File: src/rtl/led_feedback_arbiter_if.sv
// LED-bank arbitration bus: requester inputs (player, key echo, result
// animation) and the arbiter's LED drive and ownership status.
interface led_feedback_arbiter_if;
   logic       play_active;
   logic [7:0] play_led;
   logic       key_valid;
   logic [3:0] key_code;
   logic       res_req;
   logic       res_pass;
   logic [7:0] led_out;
   logic [1:0] grant;
   logic       busy;
   logic       res_done;

   // Handshake: play_active is a level; key_valid and res_req are
   // single-cycle pulses qualified by key_code / res_pass in that cycle.
   // There is no back-pressure; requests not granted are dropped.
   modport master (
      output play_active, play_led, key_valid, key_code, res_req, res_pass,
      input  led_out, grant, busy, res_done
   );

   modport slave (
      input  play_active, play_led, key_valid, key_code, res_req, res_pass,
      output led_out, grant, busy, res_done
   );
endinterface

File: src/rtl/led_feedback_arbiter.sv
// Fixed-priority owner of the 8-LED bank: result animation > pattern player
// > key echo, with per-owner hold/blink timers and a registered LED drive.
module led_feedback_arbiter #(
   parameter int ECHO_CYC   = 5_000_000,
   parameter int BLINK_CYC  = 12_500_000,
   parameter int RES_BLINKS = 6
) (
   input  logic                   clk,
   input  logic                   rst_n,
   led_feedback_arbiter_if.slave  bus
);

   typedef enum logic [1:0] {
      S_IDLE = 2'd0,
      S_PLAY = 2'd1,
      S_ECHO = 2'd2,
      S_RES  = 2'd3
   } state_t;

   localparam int EW = (ECHO_CYC   > 1) ? $clog2(ECHO_CYC)   : 1;
   localparam int BW = (BLINK_CYC  > 1) ? $clog2(BLINK_CYC)  : 1;
   localparam int PW = (RES_BLINKS > 1) ? $clog2(RES_BLINKS) : 1;

   localparam logic [EW-1:0] ECHO_LAST  = EW'(ECHO_CYC - 1);
   localparam logic [BW-1:0] BLINK_LAST = BW'(BLINK_CYC - 1);
   localparam logic [PW-1:0] PHASE_LAST = PW'(RES_BLINKS - 1);

   state_t        state_q;
   logic [7:0]    led_q;
   logic          res_done_q;
   logic          pass_q;
   logic [EW-1:0] echo_q;
   logic [BW-1:0] blink_q;
   logic [PW-1:0] phase_q;

   logic       key_ok_d;
   logic [7:0] echo_led_d;
   logic [7:0] pat_a_d;
   logic [7:0] pat_b_d;

   assign key_ok_d   = bus.key_valid && !bus.key_code[3];
   assign echo_led_d = 8'b1 << bus.key_code[2:0];
   assign pat_a_d    = pass_q ? 8'hFF : 8'hAA;
   assign pat_b_d    = pass_q ? 8'h00 : 8'h55;

   always_ff @(posedge clk or negedge rst_n) begin
      if (!rst_n) begin
         state_q    <= S_IDLE;
         led_q      <= 8'h00;
         res_done_q <= 1'b0;
         pass_q     <= 1'b0;
         echo_q     <= '0;
         blink_q    <= '0;
         phase_q    <= '0;
      end else begin
         res_done_q <= 1'b0;
         if (bus.res_req) begin
            // Restarts even when already animating.
            state_q <= S_RES;
            pass_q  <= bus.res_pass;
            phase_q <= '0;
            blink_q <= '0;
            led_q   <= bus.res_pass ? 8'hFF : 8'hAA;
         end else begin
            case (state_q)
               S_IDLE, S_ECHO: begin
                  if (bus.play_active) begin
                     state_q <= S_PLAY;
                     led_q   <= bus.play_led;
                  end else if (key_ok_d) begin
                     state_q <= S_ECHO;
                     echo_q  <= '0;
                     led_q   <= echo_led_d;
                  end else if (state_q == S_ECHO) begin
                     if (echo_q == ECHO_LAST) begin
                        state_q <= S_IDLE;
                        echo_q  <= '0;
                        led_q   <= 8'h00;
                     end else begin
                        echo_q <= echo_q + 1'b1;
                     end
                  end
               end
               S_PLAY: begin
                  if (bus.play_active) begin
                     led_q <= bus.play_led;
                  end else begin
                     state_q <= S_IDLE;
                     led_q   <= 8'h00;
                  end
               end
               S_RES: begin
                  if (blink_q == BLINK_LAST) begin
                     blink_q <= '0;
                     if (phase_q == PHASE_LAST) begin
                        res_done_q <= 1'b1;
                        phase_q    <= '0;
                        if (bus.play_active) begin
                           state_q <= S_PLAY;
                           led_q   <= bus.play_led;
                        end else begin
                           state_q <= S_IDLE;
                           led_q   <= 8'h00;
                        end
                     end else begin
                        // Next phase parity is the inverse of the current one.
                        phase_q <= phase_q + 1'b1;
                        led_q   <= phase_q[0] ? pat_a_d : pat_b_d;
                     end
                  end else begin
                     blink_q <= blink_q + 1'b1;
                  end
               end
            endcase
         end
      end
   end

   assign bus.led_out  = led_q;
   assign bus.grant    = state_q;
   assign bus.busy     = (state_q != S_IDLE);
   assign bus.res_done = res_done_q;

endmodule

File: src/flat_wrapper.sv
// flat-port wrapper written by rule: the top's interface ports become plain ports
module led_feedback_arbiter_flat 
#(
   parameter int ECHO_CYC   = 5_000_000,
   parameter int BLINK_CYC  = 12_500_000,
   parameter int RES_BLINKS = 6
)
  (clk, rst_n, bus_play_active, bus_play_led, bus_key_valid, bus_key_code, bus_res_req, bus_res_pass, bus_led_out, bus_grant, bus_busy, bus_res_done);
  led_feedback_arbiter_if bus_i ();
  input  logic clk;
  input  logic rst_n;
  input wire logic [$bits(bus_i.play_active)-1:0] bus_play_active;
  input wire logic [$bits(bus_i.play_led)-1:0] bus_play_led;
  input wire logic [$bits(bus_i.key_valid)-1:0] bus_key_valid;
  input wire logic [$bits(bus_i.key_code)-1:0] bus_key_code;
  input wire logic [$bits(bus_i.res_req)-1:0] bus_res_req;
  input wire logic [$bits(bus_i.res_pass)-1:0] bus_res_pass;
  output wire logic [$bits(bus_i.led_out)-1:0] bus_led_out;
  output wire logic [$bits(bus_i.grant)-1:0] bus_grant;
  output wire logic [$bits(bus_i.busy)-1:0] bus_busy;
  output wire logic [$bits(bus_i.res_done)-1:0] bus_res_done;
  assign bus_i.play_active = bus_play_active;
  assign bus_i.play_led = bus_play_led;
  assign bus_i.key_valid = bus_key_valid;
  assign bus_i.key_code = bus_key_code;
  assign bus_i.res_req = bus_res_req;
  assign bus_i.res_pass = bus_res_pass;
  assign bus_led_out = bus_i.led_out;
  assign bus_grant = bus_i.grant;
  assign bus_busy = bus_i.busy;
  assign bus_res_done = bus_i.res_done;
  led_feedback_arbiter #(.ECHO_CYC(ECHO_CYC), .BLINK_CYC(BLINK_CYC), .RES_BLINKS(RES_BLINKS)) u_core (.clk(clk), .rst_n(rst_n), .bus(bus_i));
endmodule
File: config.mk
export PLATFORM = sky130hd
export DESIGN_NAME = led_feedback_arbiter_flat
export DESIGN_NICKNAME = d
export VERILOG_FILES = /design/src/rtl/led_feedback_arbiter_if.sv /design/src/rtl/led_feedback_arbiter.sv /design/src/flat_wrapper.sv
export SDC_FILE = /design/constraint.sdc
export NUM_CORES = 1
export LEC_CHECK = 0
export ABC_AREA = 1
export CORE_ASPECT_RATIO = 1.75
export CORE_MARGIN = 1.5
export CORE_UTILIZATION = 35
export CTS_CLUSTER_DIAMETER = 80
export CTS_CLUSTER_SIZE = 40
export DETAILED_ROUTE_END_ITERATION = 10
export HOLD_SLACK_MARGIN = 0.06
export PLACE_DENSITY_LB_ADDON = 0.2
export REMOVE_ABC_BUFFERS = 1
export SLEW_MARGIN = 30
export SYNTH_ARGS = -nofsm -noshare
export SYNTH_HDL_FRONTEND = slang
export SYNTH_SLANG_ARGS = --single-unit
File: constraint.sdc
create_clock -name clk -period 3.5 [get_ports clk]
set_input_delay 0.7 -clock clk [delete_from_list [all_inputs] [get_ports clk]]
set_output_delay 0.7 -clock clk [all_outputs]
set_load 0.05 [all_outputs]
==> load_flow_metrics.sql, run 1 <==
INSERT INTO impl_metrics (metric_group, metric, value, unit) VALUES
('timing', 'totalNegativeSetupSlack', '0', 'ns'),
('final_layout', 'postLayoutCellArea', '4690', 'um2'),
('timing', 'achievable-frequency', '392', 'MHz'),
('timing', 'worst-slew-pin-transition', '0.577', 'ns'),
('final_layout', 'multi_input_comb_area', '2130', 'um2'),
('global_route', 'via_count_of_the_first_global_routing_pass', '3847', ''),
('yosys', 'synth_area_per_cell', '6.71', 'um2'),
('timing', 'hold_violations', '0', ''),
('floorplanning', 'floorplan.rows', '51', ''),
('detailed_routing', 'dr.first_iter.drc_count', '217', ''),
('clock_tree', 'clock_net_sink_count', '62', ''),
('worst_setup_path', 'arrival', '1.85', 'ns'),
('global_route', 'antenna_found_initial', '0', ''),
('final_layout', 'n_antenna_cell', '0', ''),
('yosys', 'yosys_warnings', '0', ''),
('global_route', 'grt_max_degree', '45', ''),
('final_layout', 'layout.cells.non_filler', '764', ''),
('floorplanning', 'die_y', '144', 'um'),
('detailed_routing', 'postRouteWirelength', '10300', 'um'),
('worst_setup_path', 'reg2reg_setup_slack', '1.42', 'ns'),
('worst_setup_path', 'critPathMaxFanout', '6', ''),
('timing', 'unrepaired_setup_endpoints_after_global_routing', 'no', ''),
('yosys', 'synth-edff-count', '0', ''),
('detailed_routing', 'routed-via-count', '3826', ''),
('timing', 'worst_hold_margin', '0.355', 'ns'),
('clock_tree', 'ctsResizeCount', '0', ''),
('timing', 'timing.final.max_slew_violations', '0', ''),
('global_route', 'grtUsageTotal', '0.182', ''),
('global_route', 'grt_remaining_overflow', '0', ''),
('place', 'io_buffer_count', '29', ''),
('detailed_routing', 'top_layer', 'met4', ''),
('detailed_routing', 'via_per_inst', '5.01', ''),
('detailed_routing', 'post_route_drc_violation_count', '0', ''),
('floorplanning', 'standard_cell_core_area', '11100', 'um2'),
('timing', 'max-slew-margin-rel', '0.615', ''),
('detailed_routing', 'post_detailed_route_count_of_antenna_violating_nets', '0', ''),
('worst_hold_path', 'holdCritPathClass', 'in2async', ''),
('timing', 'final_period_util', '0.728', ''),
('place', 'placed_cells_incl_taps', '748', ''),
('clock_tree', 'post-cts-setup-buffers', '0', ''),
('yosys', 'synth_top_flop_cell', 'sky130_fd_sc_hd__dfrtp_1', ''),
('yosys', 'ys_async_sr_fraction', '1.00', ''),
('clock_tree', 'worst_setup_hold_path_clk_slew', '0.05', 'ns'),
('clock_tree', 'cts_hold_buffers', '0', ''),
('power', 'max-vdd-ir-drop', '0.000417', 'V'),
('clock_tree', 'tritoncts_clock_tree', 'yes', ''),
('place', 'detailed_place.area', '4410', 'um2'),
('floorplanning', 'num_io_pins', '30', ''),
('yosys', 'synthDistinctLibCells', '35', ''),
('status', 'run_status', 'finished, final reports clean', ''),
('floorplanning', 'design.die.area', '12100', 'um2'),
('clock_tree', 'clock_latency', '0.34', 'ns'),
('final_layout', 'post_route_cells_drive_above_1_share', '0.0775', ''),
('yosys', 'postSynthCellCount', '596', ''),
('clock_tree', 'clock-root-buffer', 'sky130_fd_sc_hd__clkbuf_16', ''),
('yosys', 'ys_ff_latch', '62', ''),
('clock_tree', 'cts_made_buffers', '9', ''),
('worst_setup_path', 'timing.critical_path.required', '2.80', 'ns'),
('timing', 'timing.final.setup_violations', '0', ''),
('worst_setup_path', 'critical_path.startpoint_type', 'flip-flop', ''),
('detailed_routing', 'wl_met3', '203', 'um'),
('global_route', 'grt_first_pass_wirelength', '17700', 'um'),
('floorplanning', 'start_util', '0.360', ''),
('power', 'p_leak', '0.00222', 'uW'),
('clock_tree', 'htree_num_levels', '3', ''),
('timing', 'final_worst_path_period_need', '2.55', 'ns'),
('yosys', 'synth_sequential_area_ratio', '0.388', ''),
('worst_setup_path', 'critPathCaptureType', 'output port', ''),
('final_layout', 'num-fill-cells', '1133', ''),
('place', 'detailed_place_hpwl', '7790', 'um'),
('final_layout', 'layout.area.seq', '1550', 'um2'),
('detailed_routing', 'post_drt_wl_per_cell', '13.5', 'um'),
('clock_tree', 'cts-root-to-sink-buffers', '2', ''),
('detailed_routing', 'wl_met1', '4130', 'um'),
('yosys', 'synth_area', '4000', 'um2'),
('worst_setup_path', 'worstSetupPathType', 'reg2out', ''),
('timing', 'fin_skew', '0.00864', 'ns'),
('job', 'cap_viol_max_count', '0', ''),
('detailed_routing', 'first_pass_iters', '4', ''),
('power', 'power_density', '550', 'nW/um2'),
('final_layout', 'synthToLayoutAreaGrowth', '17.3', '%'),
('final_layout', 'design.final.nets', '647', ''),
('floorplanning', 'die_width', '83.8', 'um'),
('detailed_routing', 'wl_met2', '5720', 'um'),
('place', 'finalWeightedCongestion', '0.922', '');
[stage by stage]
step / worst slack, ns / util / total power (uW)
6_report: 0.952 / 0.422 / 2580
5_1_grt: 0.856 / 0.422 / 2730
4_1_cts: 0.940 / 0.422 / 2600
3_5_place_dp: 0.785 / 0.397 / 1720
3_3_place_gp: 0.836 / 0.397 / 1710
2_1_floorplan: 1.52 / - / 1450
[cells by family after synthesis]
family,synth area share
flip-flops,0.388
XOR/XNOR,0.0416
AO/OA/AOI/OAI,0.0770
buffers and inverters,0.0798
AND/OR/NAND/NOR,0.407
adder cells (fa/ha/maj),0.00626
[cell usage after synthesis (all sizes together), types with 2 or more instances]
master  instances  area [um2]
buf             8        52.6
clkbuf          4        15.0
inv            66         248
o21ai          33         173
nand3          59         313
o31ai           3        22.5
nor2           86         335
a21boi          2        15.0
nor3           11        60.1
xor2           18         158
o22ai           4        25.0
dfrtp          62        1550
nand2         206         798
nand4          13        81.3
or2             3        18.8
a21oi           9        56.3
ha              2        25.0
[worst max-delay path: stages (launching register included)]
cell and delay (ns):
sky130_fd_sc_hd__dfrtp_1 0.43, sky130_fd_sc_hd__inv_1 0.17, sky130_fd_sc_hd__nand2_1 0.11, sky130_fd_sc_hd__clkdlybuf4s50_1 0.80
[state kept, by name, summed over array words and instances (netlist names)]
| register | cells |
|---|---|
| u_core.blink_q | 24 |
| u_core.bus.grant | 2 |
| u_core.bus.led_out | 8 |
| u_core.bus.res_done | 1 |
| u_core.echo_q | 23 |
| u_core.pass_q | 1 |
| u_core.phase_q | 3 |
[cell type report]
cell class                      count  share of cell area
Timing Repair Buffer               32              0.0662
Inverter                           67              0.0536
Clock buffer                       12              0.0504
Tap cell                          132              0.0352
Clock inverter                      4              0.0101
Sequential cell                    62               0.331
Multi-Input combinational cell    455               0.454
[placed cells by master (no fill, tap or decap), types with 8 or more instances in the layout]
cell type / instances
sky130_fd_sc_hd__dfrtp_1: 62
sky130_fd_sc_hd__inv_1: 56
sky130_fd_sc_hd__nand3_1: 57
sky130_fd_sc_hd__o21ai_0: 23
sky130_fd_sc_hd__nand2_1: 198
sky130_fd_sc_hd__nor2_1: 81
sky130_fd_sc_hd__nor3_1: 10
sky130_fd_sc_hd__clkdlybuf4s50_1: 28
sky130_fd_sc_hd__xor2_1: 18
sky130_fd_sc_hd__inv_2: 10
sky130_fd_sc_hd__nand4_1: 13
sky130_fd_sc_hd__a21oi_1: 8
sky130_fd_sc_hd__o21ai_1: 8
sky130_fd_sc_hd__clkbuf_16: 9
[where the power goes]
group	internal, uW	total [uW]	leakage (uW)	switching, uW
Sequential	824	937	0.000835	113
Combinational	243	769	0.00125	525
Clock	549	874	0.000137	325
[path summary, 6_finish.rpt]
kind,from,to,cells past startpoint
max,u_core.bus.grant[1],bus_busy,3
min,rst_n,u_core.echo_q[21],1
max reg2reg,u_core.blink_q[0],u_core.blink_q[21],10
min reg2reg,u_core.bus.led_out[5],u_core.bus.led_out[5],2
max in group asynchronous,rst_n,u_core.bus.grant[0],2
min in group clk,u_core.bus.led_out[5],u_core.bus.led_out[5],2
[per-layer routing]
layer / GRT usage / vias up
met5: 0 / -
met1: 0.196 / 1806
met3: 0.0251 / 18
met4: 0.101 / 0
met2: 0.339 / 44
li1: - / 1958
(Power assumes the default switching activity.)
==> inputs of run 2 (changes only) <==
==> constraint.sdc (replaced) <==
create_clock -name clk -period 2.29 [get_ports clk]
set_input_delay 0.458 -clock clk [delete_from_list [all_inputs] [get_ports clk]]
set_output_delay 0.458 -clock clk [all_outputs]
set_load 0.05 [all_outputs]
==> run 2 against run 1 <==
Power grew 50%. Largest cell class unchanged. Via count grew 1.0%. Largest power group unchanged. Register-to-register slack worse by 1.0 ns. Die area unchanged. Critical path depth down 2. Sequential share of layout area shrank 0.32 points. Highest routed layer unchanged.
==> load_flow_metrics.sql, run 2 (same netlist as run 1, synthesis figures left out) <==
INSERT INTO impl_metrics (metric_group, metric, value, unit) VALUES
('timing', 'worst-slew-pin-transition', '0.498', 'ns'),
('floorplanning', 'die_width', '83.8', 'um'),
('worst_setup_path', 'timing.critical_path.slowest_stage_cell', 'sky130_fd_sc_hd__clkdlybuf4s50_1', ''),
('clock_tree', 'clock_latency', '0.33', 'ns'),
('final_layout', 'multi_input_comb_area', '2130', 'um2'),
('detailed_routing', 'routed-via-count', '3866', ''),
('detailed_routing', 'wl_met3', '255', 'um'),
('power', 'power_switching_share', '0.385', ''),
('floorplanning', 'start_util', '0.360', ''),
('detailed_routing', 'post_route_drc_violation_count', '0', ''),
('worst_setup_path', 'worstSetupPathType', 'reg2out', ''),
('job', 'cap_viol_max_count', '0', ''),
('final_layout', 'n_antenna_cell', '0', ''),
('worst_setup_path', 'critical_path.startpoint_type', 'flip-flop', ''),
('place', 'io_buffer_count', '29', ''),
('final_layout', 'largest-register', 'u_core.blink_q', ''),
('clock_tree', 'ctsResizeCount', '0', ''),
('clock_tree', 'clock-root-buffer', 'sky130_fd_sc_hd__clkbuf_16', ''),
('timing', 'final_worst_path_period_need', '2.09', 'ns'),
('global_route', 'antenna_found_initial', '0', ''),
('detailed_routing', 'first_pass_iters', '4', ''),
('detailed_routing', 'via_per_inst', '5.00', ''),
('timing', 'timing.final.max_slew_violations', '0', ''),
('clock_tree', 'tritoncts_clock_tree', 'yes', ''),
('timing', 'totalNegativeSetupSlack', '0', 'ns'),
('power', 'p_leak', '0.00226', 'uW'),
('worst_setup_path', 'arrival', '1.63', 'ns'),
('worst_setup_path', 'crit_chain', 'clkdlybuf4s50_1', ''),
('power', 'power_frac_seq', '0.368', ''),
('detailed_routing', 'post_detailed_route_count_of_antenna_violating_nets', '0', ''),
('clock_tree', 'cts-root-to-sink-buffers', '2', ''),
('detailed_routing', 'post_drt_wl_per_cell', '13.6', 'um'),
('worst_setup_path', 'critPathCaptureType', 'output port', ''),
('timing', 'final_period_util', '0.913', ''),
('final_layout', 'largest_reg_flops', '24', ''),
('worst_setup_path', 'timing.critical_path.slowest_cell_delay', '0.85', 'ns'),
('floorplanning', 'die_y', '144', 'um'),
('global_route', 'grtUsageTotal', '0.186', ''),
('power', 'total_switching_power', '1490', 'uW'),
('global_route', 'grt_max_degree', '40', ''),
('timing', 'timing.final.setup_violations', '0', ''),
('final_layout', 'synthToLayoutAreaGrowth', '18.5', '%'),
('worst_hold_path', 'holdCritPathClass', 'in2async', ''),
('final_layout', 'post_route_cells_drive_above_1_share', '0.0952', ''),
('power', 'clock_power_share', '0.317', ''),
('clock_tree', 'clock_net_sink_count', '62', ''),
('clock_tree', 'worst_setup_hold_path_clk_slew', '0.06', 'ns'),
('worst_setup_path', 'kind_of_cell_adding_the_most_delay_to_the_critical_path', 'buffers and inverters', ''),
('floorplanning', 'num_io_pins', '30', ''),
('detailed_routing', 'dr.first_iter.drc_count', '186', ''),
('final_layout', 'layout.cells.non_filler', '773', ''),
('timing', 'unrepaired_setup_endpoints_after_global_routing', 'no', ''),
('clock_tree', 'htree_num_levels', '3', ''),
('timing', 'achievable-frequency', '478', 'MHz'),
('final_layout', 'mostFrequentLayoutCell', 'sky130_fd_sc_hd__nand2_1', ''),
('place', 'detailed_place_hpwl', '8300', 'um'),
('timing', 'fin_skew', '0.0101', 'ns'),
('final_layout', 'layout_common_cells', 'sky130_fd_sc_hd__nand2_1, sky130_fd_sc_hd__nor2_1, sky130_fd_sc_hd__dfrtp_1', ''),
('detailed_routing', 'top_layer', 'met4', ''),
('floorplanning', 'floorplan.rows', '51', ''),
('floorplanning', 'standard_cell_core_area', '11100', 'um2'),
('place', 'finalWeightedCongestion', '0.954', ''),
('power', 'internal-power', '2390', 'uW'),
('power', 'pwr-share-comb', '0.315', ''),
('power', 'power_density', '819', 'nW/um2'),
('floorplanning', 'design.die.area', '12100', 'um2'),
('final_layout', 'num-fill-cells', '1167', ''),
('global_route', 'grt_remaining_overflow', '0', ''),
('clock_tree', 'cts_hold_buffers', '0', ''),
('place', 'placed_cells_incl_taps', '757', ''),
('timing', 'hold_violations', '0', ''),
('worst_setup_path', 'critPathMaxFanout', '7', ''),
('power', 'max-vdd-ir-drop', '0.000577', 'V'),
('worst_setup_path', 'timing.critical_path.required', '1.83', 'ns'),
('clock_tree', 'cts_made_buffers', '9', ''),
('detailed_routing', 'wl_met1', '4050', 'um'),
('worst_setup_path', 'worstPathBufferInverterCount', '1', ''),
('final_layout', 'layout.area.seq', '1550', 'um2'),
('detailed_routing', 'postRouteWirelength', '10500', 'um'),
('global_route', 'via_count_of_the_first_global_routing_pass', '3860', ''),
('final_layout', 'design.final.nets', '656', ''),
('timing', 'max-slew-margin-rel', '0.667', ''),
('clock_tree', 'post-cts-setup-buffers', '0', ''),
('detailed_routing', 'wl_met2', '5670', 'um'),
('global_route', 'grt_first_pass_wirelength', '17800', 'um'),
('status', 'run_status', 'finished, final reports clean', '');
run 2: cell types whose count changed in the layout (fill, tap and decap cells not counted), sizes merged:
cell,before,now
buf,4,14
clkbuf,12,10
clkinv,3,5
clkdlybuf4s50,28,27
clkinvlp,1,2
bufinv,1,0
run 2: layer usage:
layer  GRT usage  vias to the layer above
met4       0.121                        0
li1            -                     1971
met2       0.348                       65
met3      0.0257                       42
met1       0.191                     1788
met5           0                        -
run 2: final timing paths:
kind | slack, ns | endpoint | from | depth (start not counted)
setup / recovery | 0.20 | bus_grant[0] | u_core.bus.grant[0] | 1
hold / removal | 0.11 | u_core.echo_q[16] | rst_n | 2
setup reg to reg | 0.38 | u_core.echo_q[21] | u_core.echo_q[0] | 10
hold reg to reg | 0.49 | u_core.bus.led_out[7] | u_core.bus.led_out[7] | 2
max in group asynchronous | 1.75 | u_core.bus.led_out[2] | rst_n | 2
min in group clk | 0.49 | u_core.bus.led_out[7] | u_core.bus.led_out[7] | 2
run 2: through the flow:
stage,area [um2],power [uW],hold WS (ns),setup slack (ns),utilization
floorplan,3930,2220,0.162,0.354,-
global route,4740,4110,0.146,0.130,0.427
CTS,4740,3930,0.125,0.173,0.427
global placement,4470,2660,0.467,0.102,0.402
detailed placement,4470,2680,0.472,0.101,0.402
finish,4740,3880,0.114,0.200,0.427
run 2: area by class of cell:
type,count,share of cell area
Multi-Input combinational cell,455,0.449
Sequential cell,62,0.328
Timing Repair Buffer,41,0.0787
Inverter,67,0.0531
Clock buffer,10,0.0483
Tap cell,132,0.0349
Clock inverter,6,0.00819
run 2: power groups by stage:
stage	sequential, uW	combinational (uW)	clock [uW]
after detailed placement	1450	1230	0
final	1430	1220	1230
after floorplan	1680	537	0
after CTS	1430	1230	1260
after global placement	1440	1220	0
after global routing	1460	1340	1310
==> inputs of run 3 (changes only) <==
--- a/config.mk
+++ b/config.mk
@@ -10,7 +10,7 @@
 export CORE_MARGIN = 1.5
 export CORE_UTILIZATION = 35
 export CTS_CLUSTER_DIAMETER = 80
-export CTS_CLUSTER_SIZE = 40
+export CTS_CLUSTER_SIZE = 20
 export DETAILED_ROUTE_END_ITERATION = 10
 export HOLD_SLACK_MARGIN = 0.06
 export PLACE_DENSITY_LB_ADDON = 0.2
==> results of run 3 <==
Same layout as run 2: the final DEF is identical, and so are final timing and power.
